## config.mk

```make
export PLATFORM = sky130hd
export DESIGN_NAME = pe_row_output_drain
export DESIGN_NICKNAME = d
export VERILOG_FILES = /design/src/rtl/pe_row_output_drain.sv
export SDC_FILE = /design/constraint.sdc
export NUM_CORES = 1
export LEC_CHECK = 0
export ABC_AREA = 1
export CORE_UTILIZATION = 30
export CTS_BUF_LIST = sky130_fd_sc_hd__clkbuf_8
export DETAILED_ROUTE_END_ITERATION = 10
export PLACE_DENSITY = 0.85
export SYNTH_ARGS = -nofsm -noshare
export SYNTH_HDL_FRONTEND = slang
export SYNTH_SLANG_ARGS = --single-unit
```

## constraint.sdc

```tcl
create_clock -name clk -period 1.5 [get_ports clk]
set_input_delay 0.15 -clock clk [delete_from_list [all_inputs] [get_ports clk]]
set_output_delay 0.15 -clock clk [all_outputs]
set_load 0.02 [all_outputs]
```

## src/rtl/pe_row_output_drain.sv

```systemverilog
// Purpose : drain controller for one PE row; captures every PE psum into its output
//           register, then shifts the words out of the tail PE as a valid/ready stream.
// Latency : start -> first out_valid in 2 cycles; full drain N_PE+3 cycles with ready held.
// Backpressure: out_ready low holds out_data/out_idx and stops the PE chain shifting.
//
// Ports:
//   clk, rst (sync, active-low)   | start, busy, done  - run control
//   pe_en_out, pe_eject_ctrl,     | drive all PEs of the row in parallel
//   pe_clear_psum                 |
//   data_in                       | output_out of the last PE (index N_PE-1)
//   out_data, out_idx, out_valid, | drained word stream; out_last marks PE index 0
//   out_ready, out_last           |
module pe_row_output_drain #(
  parameter int DW         = 20,
  parameter int N_PE       = 8,
  parameter int RELU       = 0,
  parameter int CLEAR_PSUM = 1,
  localparam int IW        = (N_PE > 1) ? $clog2(N_PE) : 1
) (
  input  logic          clk,
  input  logic          rst,
  input  logic          start,
  output logic          busy,
  output logic          done,
  output logic          pe_en_out,
  output logic          pe_eject_ctrl,
  output logic          pe_clear_psum,
  input  logic [DW-1:0] data_in,
  output logic [DW-1:0] out_data,
  output logic [IW-1:0] out_idx,
  output logic          out_valid,
  input  logic          out_ready,
  output logic          out_last
);

  typedef enum logic [1:0] {
    S_IDLE    = 2'd0,
    S_CAPTURE = 2'd1,
    S_DRAIN   = 2'd2,
    S_DONE    = 2'd3
  } state_t;

  localparam logic [IW-1:0] LAST_CNT = IW'(N_PE - 1);

  state_t        state_q, state_d;
  logic [IW-1:0] cnt_q, cnt_d;
  logic [DW-1:0] word;

  // ReLU is a pure select on the sign bit; no width change.
  assign word = ((RELU != 0) && data_in[DW-1]) ? '0 : data_in;

  always_ff @(posedge clk) begin
    if (!rst) begin
      state_q <= S_IDLE;
      cnt_q   <= '0;
    end else begin
      state_q <= state_d;
      cnt_q   <= cnt_d;
    end
  end

  always_comb begin
    state_d       = state_q;
    cnt_d         = cnt_q;
    busy          = 1'b0;
    done          = 1'b0;
    pe_en_out     = 1'b0;
    pe_eject_ctrl = 1'b0;
    pe_clear_psum = 1'b0;
    out_valid     = 1'b0;
    out_data      = '0;
    out_idx       = '0;
    out_last      = 1'b0;

    case (state_q)
      S_IDLE: begin
        if (start) state_d = S_CAPTURE;
      end

      S_CAPTURE: begin
        // Every PE loads its own psum; a psum clear on the same edge is safe
        // because the output register samples the pre-clear value.
        busy          = 1'b1;
        pe_en_out     = 1'b1;
        pe_clear_psum = (CLEAR_PSUM != 0);
        cnt_d         = '0;
        state_d       = S_DRAIN;
      end

      S_DRAIN: begin
        busy          = 1'b1;
        out_valid     = 1'b1;
        pe_eject_ctrl = 1'b1;
        out_data      = word;
        out_idx       = LAST_CNT - cnt_q;
        out_last      = (cnt_q == LAST_CNT);
        // The shift enable is combinational from out_ready so the next word
        // is at the tail on the cycle right after the handshake.
        if (out_ready) begin
          if (cnt_q != LAST_CNT) begin
            pe_en_out = 1'b1;
            cnt_d     = cnt_q + IW'(1);
          end else begin
            state_d = S_DONE;
          end
        end
      end

      S_DONE: begin
        done    = 1'b1;
        state_d = S_IDLE;
      end

      default: state_d = S_IDLE;
    endcase
  end

endmodule

```

==> results of run 1 <==
-- area by class of cell --
type	count	area share, %
Timing Repair Buffer	68	46.14
Multi-Input combinational cell	53	28.29
Tap cell	25	2.720
Sequential cell	5	8.814
Clock buffer	3	3.591
Inverter	31	10.12
Clock inverter	1	0.3264
-- timing repair --
item	CTS	global route
endpoints found under the setup margin	30	21
gates cloned	1	0
pin swaps	1	1
resized for setup	78	25
-- per-stage QoR --
| step | setup slack (ns) | total power (W) | cells |
|---|---|---|---|
| 2_1_floorplan | 0.01561 | 0.0009861 | 94 |
| 3_3_place_gp | -0.2251 | 0.001608 | 181 |
| 3_5_place_dp | -0.2516 | 0.001651 | 181 |
| 4_1_cts | 0.004793 | 0.001848 | 186 |
| 5_1_grt | -0.001592 | 0.001911 | 186 |
| 6_report | 0.04462 | 0.001784 | 186 |
-- cells in the final DEF, fill, tap and decap left out, types with 2 or more instances in the layout --
master           instances
ha_1                     3
clkbuf_8                 3
nand2_1                 29
buf_4                   14
nor2_1                   4
dlygate4sd2_1            3
clkdlybuf4s50_1         23
clkbuf_2                16
inv_1                   29
buf_6                    2
nand3_1                  2
dfxtp_1                  4
inv_2                    3
nand4_1                  2
clkdlybuf4s15_1          2
ha_4                     2
buf_2                    7
a21oi_1                  4
-- power by group --
group          switching, W  internal, W
clock network     0.0000726     0.000176
registers         0.0000300     0.000168
logic              0.000781     0.000557
-- flip-flops by register name, summed over array words and instances, names as in the netlist --
| register | flops |
|---|---|
| cnt_q | 3 |
| state_q | 2 |
-- layer usage --
| metal | part of all wire [%] | track usage [%] | wire length (um) |
|---|---|---|---|
| met5 | 0 | 0 | 0 |
| met1 | 34 | 18.78 | 662 |
| met4 | 2.1 | 12.73 | 41 |
| met3 | 7.7 | 4.400 | 148 |
| met2 | 56 | 41.47 | 1075 |
-- logic make-up after synthesis --
logic type / count (synthesis) / share of synthesized area [%]
simple gates: 41 / 34.10
buf+inv: 36 / 27.92
compound gates: 6 / 5.949
fa+ha+maj: 6 / 13.73
flops: 5 / 18.31
-- tightest hold or removal path, cell delays in order (launching register included) --
cell	delay, ns
dfxtp_1	0.31
inv_2	0.09
a21oi_1	0.07
-- final timing paths --
check | start | endpoint | slack, ns | cells after the start
max | state_q[0]$_SDFFE_PN0P_ | out_data[7] | 0.04 | 6
min | state_q[0]$_SDFFE_PN0P_ | state_q[0]$_SDFFE_PN0P_ | 0.52 | 2
max reg2reg | state_q[0]$_SDFFE_PN0P_ | state_q[1]$_SDFFE_PN0P_ | 0.15 | 8
min reg2reg | state_q[0]$_SDFFE_PN0P_ | state_q[0]$_SDFFE_PN0P_ | 0.52 | 2
==> results.sh, run 1 <==
export IMPL_status="completed"
export IMPL_finClkSkew_ns=0.0003370
export IMPL_crit_path_end_kind="primary output"
export IMPL_synth_common_cells="30 x inv_1, 29 x nand2_1, 6 x ha_1"
export IMPL_ys_seq_elements=5
export IMPL_worstMarginPinSlew_ns=0.2155
export IMPL_setup_viol=0
export IMPL_cp_top_family="buffers and inverters"
export IMPL_maxSlewViolCount=0
export IMPL_wl_per_cell_um=10.37
export IMPL_clock_sinks=5
export IMPL_cp_max_fo=11
export IMPL_clk_path_buf_depth=2
export IMPL_path_clk_slew_ns=0.03
export IMPL_dieArea_um2=1997
export IMPL_startpoint_type="flop"
export IMPL_vdd_drop_max_uv=1030
export IMPL_path_cells="inv_2, ha_4, buf_6, nand2_1, inv_1, clkdlybuf4s15_1"
export IMPL_dr_pass1_iters=4
export IMPL_clk_latency_ns=0.23
export IMPL_rows=15
export IMPL_hold_viol=0
export IMPL_wirelength_um=1928
export IMPL_gp_congestion=0.7346
export IMPL_die_width_um=44.69
export IMPL_place_area_um2=1177
export IMPL_netlist_area_um2=546.8
export IMPL_pin_count=54
export IMPL_dp_hpwl_um=1562
export IMPL_async_reset_ff_share_pct=0
export IMPL_setup_tns_ns=0
export IMPL_port_buffers=53
export IMPL_seqCellArea_um2=101.3
export IMPL_post_route_util_pct=67.33
export IMPL_insertedDiodeCount=0
export IMPL_holdWs_ns=0.5206
export IMPL_synth_top_area_cell="inv_1"
export IMPL_ys_seq_area_share_pct=18.31
export IMPL_ys_flop_type="dfxtp_1"
export IMPL_cp_slowest_cell="dfxtp_1"
export IMPL_yosysMostFrequentCell="inv_1"
export IMPL_timing_fmax_ghz=0.6871
export IMPL_synthTopCellsByArea="inv_1 21%, nand2_1 20%, dfxtp_1 18%, ha_1 14%, a21oi_1 3.7%"
export IMPL_grt_ovfl_total=0
export IMPL_hold_path_class="reg2reg"
export IMPL_cts_inserted_buffers=3
export IMPL_avgSynthCellArea_um2=5.817
export IMPL_vias_per_cell=4.242
export IMPL_crit_path_max_incr_delay_ns=0.31
export IMPL_drive_gt1_share_pct=34.16
export IMPL_synth_cells=94
export IMPL_yosysTopAreaCellShare_pct=20.59
export IMPL_core_area_um2=1708
export IMPL_cap_violations=0
export IMPL_drt_iter0_markers=7
export IMPL_powerDensity_nw_per_um2=1551
export IMPL_multi_input_area_um2=325.3
export IMPL_start_util_pct=32.01
export IMPL_area_delta_synth_final_pct=110.3
export IMPL_synth_cell_types=18
export IMPL_ys_warn_count=0
export IMPL_grt_pass1_wl_um=2967
export IMPL_post_route_period_util_pct=97.03
export IMPL_max_slew_margin_pct=85.69
export IMPL_cts_setup_buffers=0
export IMPL_period_minus_slack_ns=1.455
export IMPL_grtUsageTotal_pct=20.83
export IMPL_final_nets=192
export IMPL_ctsHoldBuffers=0
export IMPL_die_h_um=44.69
export IMPL_cts_tree="yes"
export IMPL_critical_path_arrival_ns=1.31
export IMPL_synth_net_count=124
export IMPL_leakage_nw=0.7430
export IMPL_fin_area_um2=1150
export IMPL_cts_max_level=1
export IMPL_fillers=147
export IMPL_drc=0
export IMPL_grt_start_max_net_pins=12
export IMPL_via_count=789
export IMPL_antenna_left=0
export IMPL_critPathBufInv=4
export IMPL_required_ns=1.35
export IMPL_root_buffer="clkbuf_8"
export IMPL_synth_edff_count=0
export IMPL_antenna_found_initial=0
export IMPL_grt_pass1_vias=700
export IMPL_path_class="reg2out"
(Power assumes the default switching activity.)
==> inputs of run 2 (changes only) <==
--- a/config.mk
+++ b/config.mk
@@ -6,10 +6,11 @@
 export NUM_CORES = 1
 export LEC_CHECK = 0
 export ABC_AREA = 1
-export CORE_UTILIZATION = 30
+export CORE_UTILIZATION = 27
 export CTS_BUF_LIST = sky130_fd_sc_hd__clkbuf_8
 export DETAILED_ROUTE_END_ITERATION = 10
-export PLACE_DENSITY = 0.85
+export GPL_TIMING_DRIVEN = 0
+export PLACE_DENSITY = 0.81
 export SYNTH_ARGS = -nofsm -noshare
 export SYNTH_HDL_FRONTEND = slang
 export SYNTH_SLANG_ARGS = --single-unit
==> constraint.sdc (replaced) <==
create_clock -name clk -period 1.15 [get_ports clk]
set_input_delay 0.115 -clock clk [delete_from_list [all_inputs] [get_ports clk]]
set_output_delay 0.115 -clock clk [all_outputs]
set_load 0.02 [all_outputs]
==> run 2 against run 1 <==
  * The run now ends with negative setup slack left
  * Via count rose by 13%
  * Core utilization rose by 29 points
  * First-iteration DRC count rose by 86%
  * Critical path type unchanged
  * Highest routed layer unchanged
==> results.sh, run 2 (synthesis gave the netlist of run 1 again) <==
export IMPL_status="complete, but fails checks"
export IMPL_violations="negative setup slack"
export IMPL_met1Wirelength_um=1096
export IMPL_cts_inserted_buffers=3
export IMPL_critical_path_arrival_ns=1.34
export IMPL_cap_violations=0
export IMPL_gp_congestion=0.6852
export IMPL_vdd_drop_max_uv=2102
export IMPL_path_clk_slew_ns=0.04
export IMPL_vias_per_cell=4.686
export IMPL_clock_sinks=5
export IMPL_cp_top_family="buffers and inverters"
export IMPL_grt_ovfl_total=0
export IMPL_hold_path_class="in2reg"
export IMPL_powerDensity_nw_per_um2=2330
export IMPL_finClkSkew_ns=0.009870
export IMPL_multi_input_area_um2=585.6
export IMPL_hold_viol=0
export IMPL_whs_path_depth=3
export IMPL_critPathBufInv=5
export IMPL_crit_path_end_kind="primary output"
export IMPL_regMostFlops="cnt_q"
export IMPL_root_buffer="clkbuf_8"
export IMPL_drive_gt1_share_pct=75.90
export IMPL_antenna_left=0
export IMPL_post_route_period_util_pct=126.7
export IMPL_wl_per_cell_um=17.48
export IMPL_startpoint_type="flop"
export IMPL_grt_start_max_net_pins=8
export IMPL_timing_fmax_ghz=0.6861
export IMPL_path_class="reg2out"
export IMPL_path_cells="inv_4, ha_4, buf_12, buf_8, nand2_2, inv_2, buf_6"
export IMPL_grtUsageTotal_pct=22.90
export IMPL_clk_latency_ns=0.24
export IMPL_max_slew_margin_pct=82.77
export IMPL_fillers=40
export IMPL_required_ns=1.03
export IMPL_worstMarginPinSlew_ns=0.2582
export IMPL_die_width_um=47
export IMPL_power_w=0.004073
export IMPL_rows=15
export IMPL_layout_setup_ws_ns=-0.3075
export IMPL_final_nets=197
export IMPL_grt_pass1_wl_um=3519
export IMPL_via_count=895
export IMPL_cts_tree="yes"
export IMPL_antenna_found_initial=0
export IMPL_clk_path_buf_depth=2
export IMPL_setup_tns_ns=-8.431
export IMPL_pin_count=54
export IMPL_dr_pass1_iters=4
export IMPL_final_common_cell="buf_6"
export IMPL_cp_slowest_cell="dfxtp_4"
export IMPL_reg2reg_slack_ns=-0.27
export IMPL_largest_reg_flops=3
export IMPL_wirelength_um=3339
export IMPL_leakage_nw=0.9515
export IMPL_wl_met2_um=1808
export IMPL_maxUsedRoutingLayer="met4"
export IMPL_post_route_util_pct=96.01
export IMPL_r2r_cells=10
export IMPL_rsz0062_at_grt="yes"
export IMPL_cts_max_level=1
export IMPL_grt_pass1_vias=821
export IMPL_insertedDiodeCount=0
export IMPL_crit_path_max_incr_delay_ns=0.35
export IMPL_seqCellArea_um2=107.6
export IMPL_port_buffers=53
export IMPL_reg_largest_list="cnt_q (3), state_q (2)"
export IMPL_cp_max_fo=7
export IMPL_core_area_um2=1821
export IMPL_place_area_um2=1154
export IMPL_drt_iter0_markers=13
export IMPL_mostFrequentLayoutCells="35 x buf_6, 23 x clkdlybuf4s50_1, 21 x nand2_4, 21 x inv_2"
export IMPL_area_delta_synth_final_pct=219.7
export IMPL_start_util_pct=30.03
export IMPL_fin_area_um2=1748
export IMPL_dp_hpwl_um=1448
export IMPL_dr_wl_met3_um=346
export IMPL_drc=0
export IMPL_die_h_um=47
export IMPL_setup_viol=34
export IMPL_period_minus_slack_ns=1.458
export IMPL_maxSlewViolCount=0
export IMPL_cp_num_cells=7
export IMPL_dieArea_um2=2209
run 2: changes by cell type in the layout (fill, tap and decap cells not counted), moves of 16 or more:
cell      change
inv_2        +18
nand2_1      -24
clkbuf_2     -16
buf_6        +33
nand2_4      +21
inv_1        -22
run 2: worst paths after layout:
check / from / end
hold / removal: rst / state_q[1]$_SDFFE_PN0P_
setup / recovery: state_q[0]$_SDFFE_PN0P_ / out_data[7]
setup reg to reg: state_q[0]$_SDFFE_PN0P_ / state_q[1]$_SDFFE_PN0P_
hold reg to reg: cnt_q[2]$_SDFFE_PN0P_ / cnt_q[2]$_SDFFE_PN0P_
run 2: area by class of cell:
class	instances	share of cell area, %
Sequential cell	5	6.156
Inverter	31	7.802
Timing Repair Buffer	68	43.45
Clock buffer	3	2.362
Multi-Input combinational cell	53	33.50
Tap cell	25	1.790
Buffer	5	4.724
Clock inverter	1	0.2147
run 2: layer usage:
layer	track usage [%]	up-vias
met5	0	-
met1	20.18	410
met4	8.571	0
met2	48.33	61
li1	-	413
met3	5.385	11
run 2: through the flow:
step	std cells	worst slack (ns)	hold WS, ns
4_1_cts	189	-0.2530	0.5371
2_1_floorplan	94	-0.03341	0.2408
6_report	191	-0.3075	0.5647
5_1_grt	191	-0.3573	0.5709
3_5_place_dp	172	-0.6448	0.5000
3_3_place_gp	172	-0.6175	0.4940
run 2: worst register-to-register path, delay by kind of cell, from the launching register on:
kind	cells	cell delay, ns
adder cells (fa/ha/maj)	1	0.17
buffers and inverters	4	0.43
flip-flops	1	0.36
AND/OR/NAND/NOR	5	0.39
run 2: power breakdown:
group	switching, W	leakage [nW]	internal [W]
Clock	0.000119	0.0269	0.000232
Sequential	0.0000531	0.0427	0.000229
Combinational	0.00168	0.882	0.00176
run 2: what timing repair did:
action                     4_1_cts  5_1_grt
gates cloned                     3        0
resized for setup              229       48
setup endpoints to repair       35       35
pin swaps                        8        7
hold buffers                     0        0
setup buffers                   10        2
==> variant, RTL diff (settings of run 1) <==
Re-encode `state_t` (4 states) as one-hot, 4 bits wide.
--- a/src/rtl/pe_row_output_drain.sv
+++ b/src/rtl/pe_row_output_drain.sv
@@ -33,11 +33,11 @@
   output logic          out_last
 );
 
-  typedef enum logic [1:0] {
-    S_IDLE    = 2'd0,
-    S_CAPTURE = 2'd1,
-    S_DRAIN   = 2'd2,
-    S_DONE    = 2'd3
+  typedef enum logic [3:0] {
+    S_IDLE    = 4'b0001,
+    S_CAPTURE = 4'b0010,
+    S_DRAIN   = 4'b0100,
+    S_DONE    = 4'b1000
   } state_t;
 
   localparam logic [IW-1:0] LAST_CNT = IW'(N_PE - 1);
Function: same outputs for any inputs over 10 cycles, from zero or initial values and one cycle with rst low; not proved beyond that.
==> variant against run 1 <==
  * Core utilization decreased by 0.45 points
  * Area after synthesis increased by 27%
  * Sequential share of layout area is 1.3 points higher
  * Clock skew is 0.00087 ns higher
  * Via count grew 12%
  * Routed wire length grew 28%
  * Worst setup slack worse by 0.012 ns
  * Global-route usage shrank 3.4 points
  * Final area rose by 27%
  * Register-to-register slack improved by 0.04 ns
  * Sequential cell count grew 2
  * Critical path type unchanged
Power is left out: it rests on default switching activity, and per cell area and clock period it moved more than threefold.
==> variant: results (changes against run 1) <==
| Metric | Value |
|---|---|
| Antenna violations before repair | `0 (unchanged)` |
| Final Wtd Congestion | `0.7945 (was 0.7346)` |
| Primary FF master, synth | `dfxtp_1 (unchanged)` |
| Root Buffer | `clkbuf_8 (unchanged)` |
| Routed via count | `882 (was 789)` |
| H-tree Lvls | `1 (unchanged)` |
| DR WL/cell | `12.19 µm (was 10.37 µm)` |
| Largest regs | `state_q: 4 flops, cnt_q: 3 flops (was cnt_q: 3 flops, state_q: 2 flops)` |
| Nets | `201 (was 192)` |
| Clock buffer depth | `2 (unchanged)` |
| Port bufs | `53 (unchanged)` |
| Top post-synthesis cells by area | `dfxtp_1 20%, nor2_4 18%, inv_1 16% (was inv_1 21%, nand2_1 20%, dfxtp_1 18%)` |
| Clock latency on the worst-skew pair | `0.22 ns` |
| Count of cell types in the netlist | `19 (was 18)` |
| Cells on Worst Hold Path | `2 (unchanged)` |
| CP arrival | `1.32 ns` |
| R2R depth | `7 (was 8)` |
| Initial DRC count | `8 (was 7)` |
| Seq/Total Area, Yosys | `0.2022 (was 0.1831)` |
| CTS Buf Count | `3 (unchanged)` |
| DP HPWL | `1595 µm (was 1562 µm)` |
| Fill cell count | `204 (was 147)` |
| R2R Path Start | `cnt_q[0] (was state_q[0])` |
| Status | `finished clean (unchanged)` |
| First-pass GRT wire length | `3291 µm (was 2967 µm)` |
| Vias in the first global route | `789 (was 700)` |
| Slew margin rel. | `0.8684 (was 0.8569)` |
| Total track usage | `0.1744 (was 0.2083)` |
| Layout cells sized above 1 | `0.5345 (was 0.3416)` |
| Largest net degree at the start of global routing | `27 (was 12)` |
| Hold Path Class | `in -> reg (was reg -> reg)` |
| Worst hold path startpoint | `rst (was state_q[0])` |
| Worst-path fanout max | `2 (was 11)` |
| Worst R2R Setup Slack | `0.19 ns (was 0.15 ns)` |
| Post-synthesis async set-or-reset flop share | `0 (unchanged)` |
| Clock transition at path regs | `0.04 ns` |
| Syn nets | `125 (was 124)` |
| Antenna cells | `0 (unchanged)` |
| Synth top cells by count | `30 x inv_1, 11 x nor2_1, 11 x nor2_4 (was 30 x inv_1, 29 x nand2_1, 6 x ha_1)` |
| Reg-to-Reg End | `cnt_q[2] (was state_q[1])` |
| Skew final | `0.001205 ns (was 0.0003370 ns)` |
| Hold Path Sink | `state_q[0] (unchanged)` |
| Ys Warns | `0 (unchanged)` |
| 1st-pass router iterations | `4 (unchanged)` |
| Place WS | `-0.3615 ns (was -0.2516 ns)` |
variant: changes by cell type after synthesis, sizes merged, moves of 2 or more:
cell | before | now
nor2 | 5 | 31
nand2 | 30 | 6
nand3 | 4 | 10
ha | 6 | 2
dfxtp | 5 | 7
variant: timing repair:
action / 4_1_cts / 5_1_grt
pin swaps: 1 / 6
endpoints found under the setup margin: 30 / 24
cloned: 0 / 1
setup buffers: 0 / 8
hold endpoints to repair: 0 / 0
gates resized for setup: 105 / 64
variant: worst max-delay path, stage by stage, from the launching register on:
cell and delay [ns]:
dfxtp_2 0.33, ha_4 0.16, ha_4 0.16, nor2_4 0.11
nand3_2 0.10, nand2_2 0.11, buf_6 0.12
variant: cell type report:
| cell class | count | area [µm²] | area share |
|---|---|---|---|
| clock inverter | 1 | 3.754 | 0.002562 |
| sequential | 7 | 147.6 | 0.1008 |
| inverter | 31 | 128.9 | 0.08796 |
| timing repair buffer | 74 | 651.9 | 0.4449 |
| clock buffer | 3 | 41.29 | 0.02818 |
| multi-input combinational | 57 | 440.4 | 0.3006 |
| timing repair inverter | 1 | 16.27 | 0.01110 |
| tap | 28 | 35.03 | 0.02391 |
variant: metrics by stage:
| step | instances | utilization | area [µm²] | TNS (ns) | hold slack [ns] |
|---|---|---|---|---|---|
| global placement | 189 | 0.5979 | 1310 | -2.787 | 0.5379 |
| finish | 202 | 0.6688 | 1465 | 0 | 0.4851 |
| global route | 202 | 0.6688 | 1465 | -0.06027 | 0.4936 |
| detailed placement | 189 | 0.5979 | 1310 | -3.920 | 0.5540 |
| floorplan | 99 | - | 693.2 | 0 | 0.2342 |
| CTS | 193 | 0.6191 | 1356 | -0.1058 | 0.4889 |
variant: worst max-delay path by stage:
stage                     from     endpoint  slack, ns
floorplan             cnt_q[0]     cnt_q[0]       0.09
global placement      cnt_q[0]    pe_en_out      -0.32
finish                cnt_q[0]    pe_en_out       0.03
detailed placement    cnt_q[0]    pe_en_out      -0.36
global route        state_q[0]  out_data[3]      -0.02
CTS                   cnt_q[0]    pe_en_out      -0.03
variant: cell families after synthesis:
logic type      synth area share
compound gates           0.04152
fa+ha+maj                0.03610
buf+inv                   0.2419
flops                     0.2022
simple gates              0.4783
variant: layer usage:
metal,GRT usage,vias up,share of wire
met5,0,-,0
met2,0.3156,35,0.54
met4,0.07143,0,0.038
met1,0.1706,403,0.36
met3,0.07407,10,0.059
li1,-,434,-
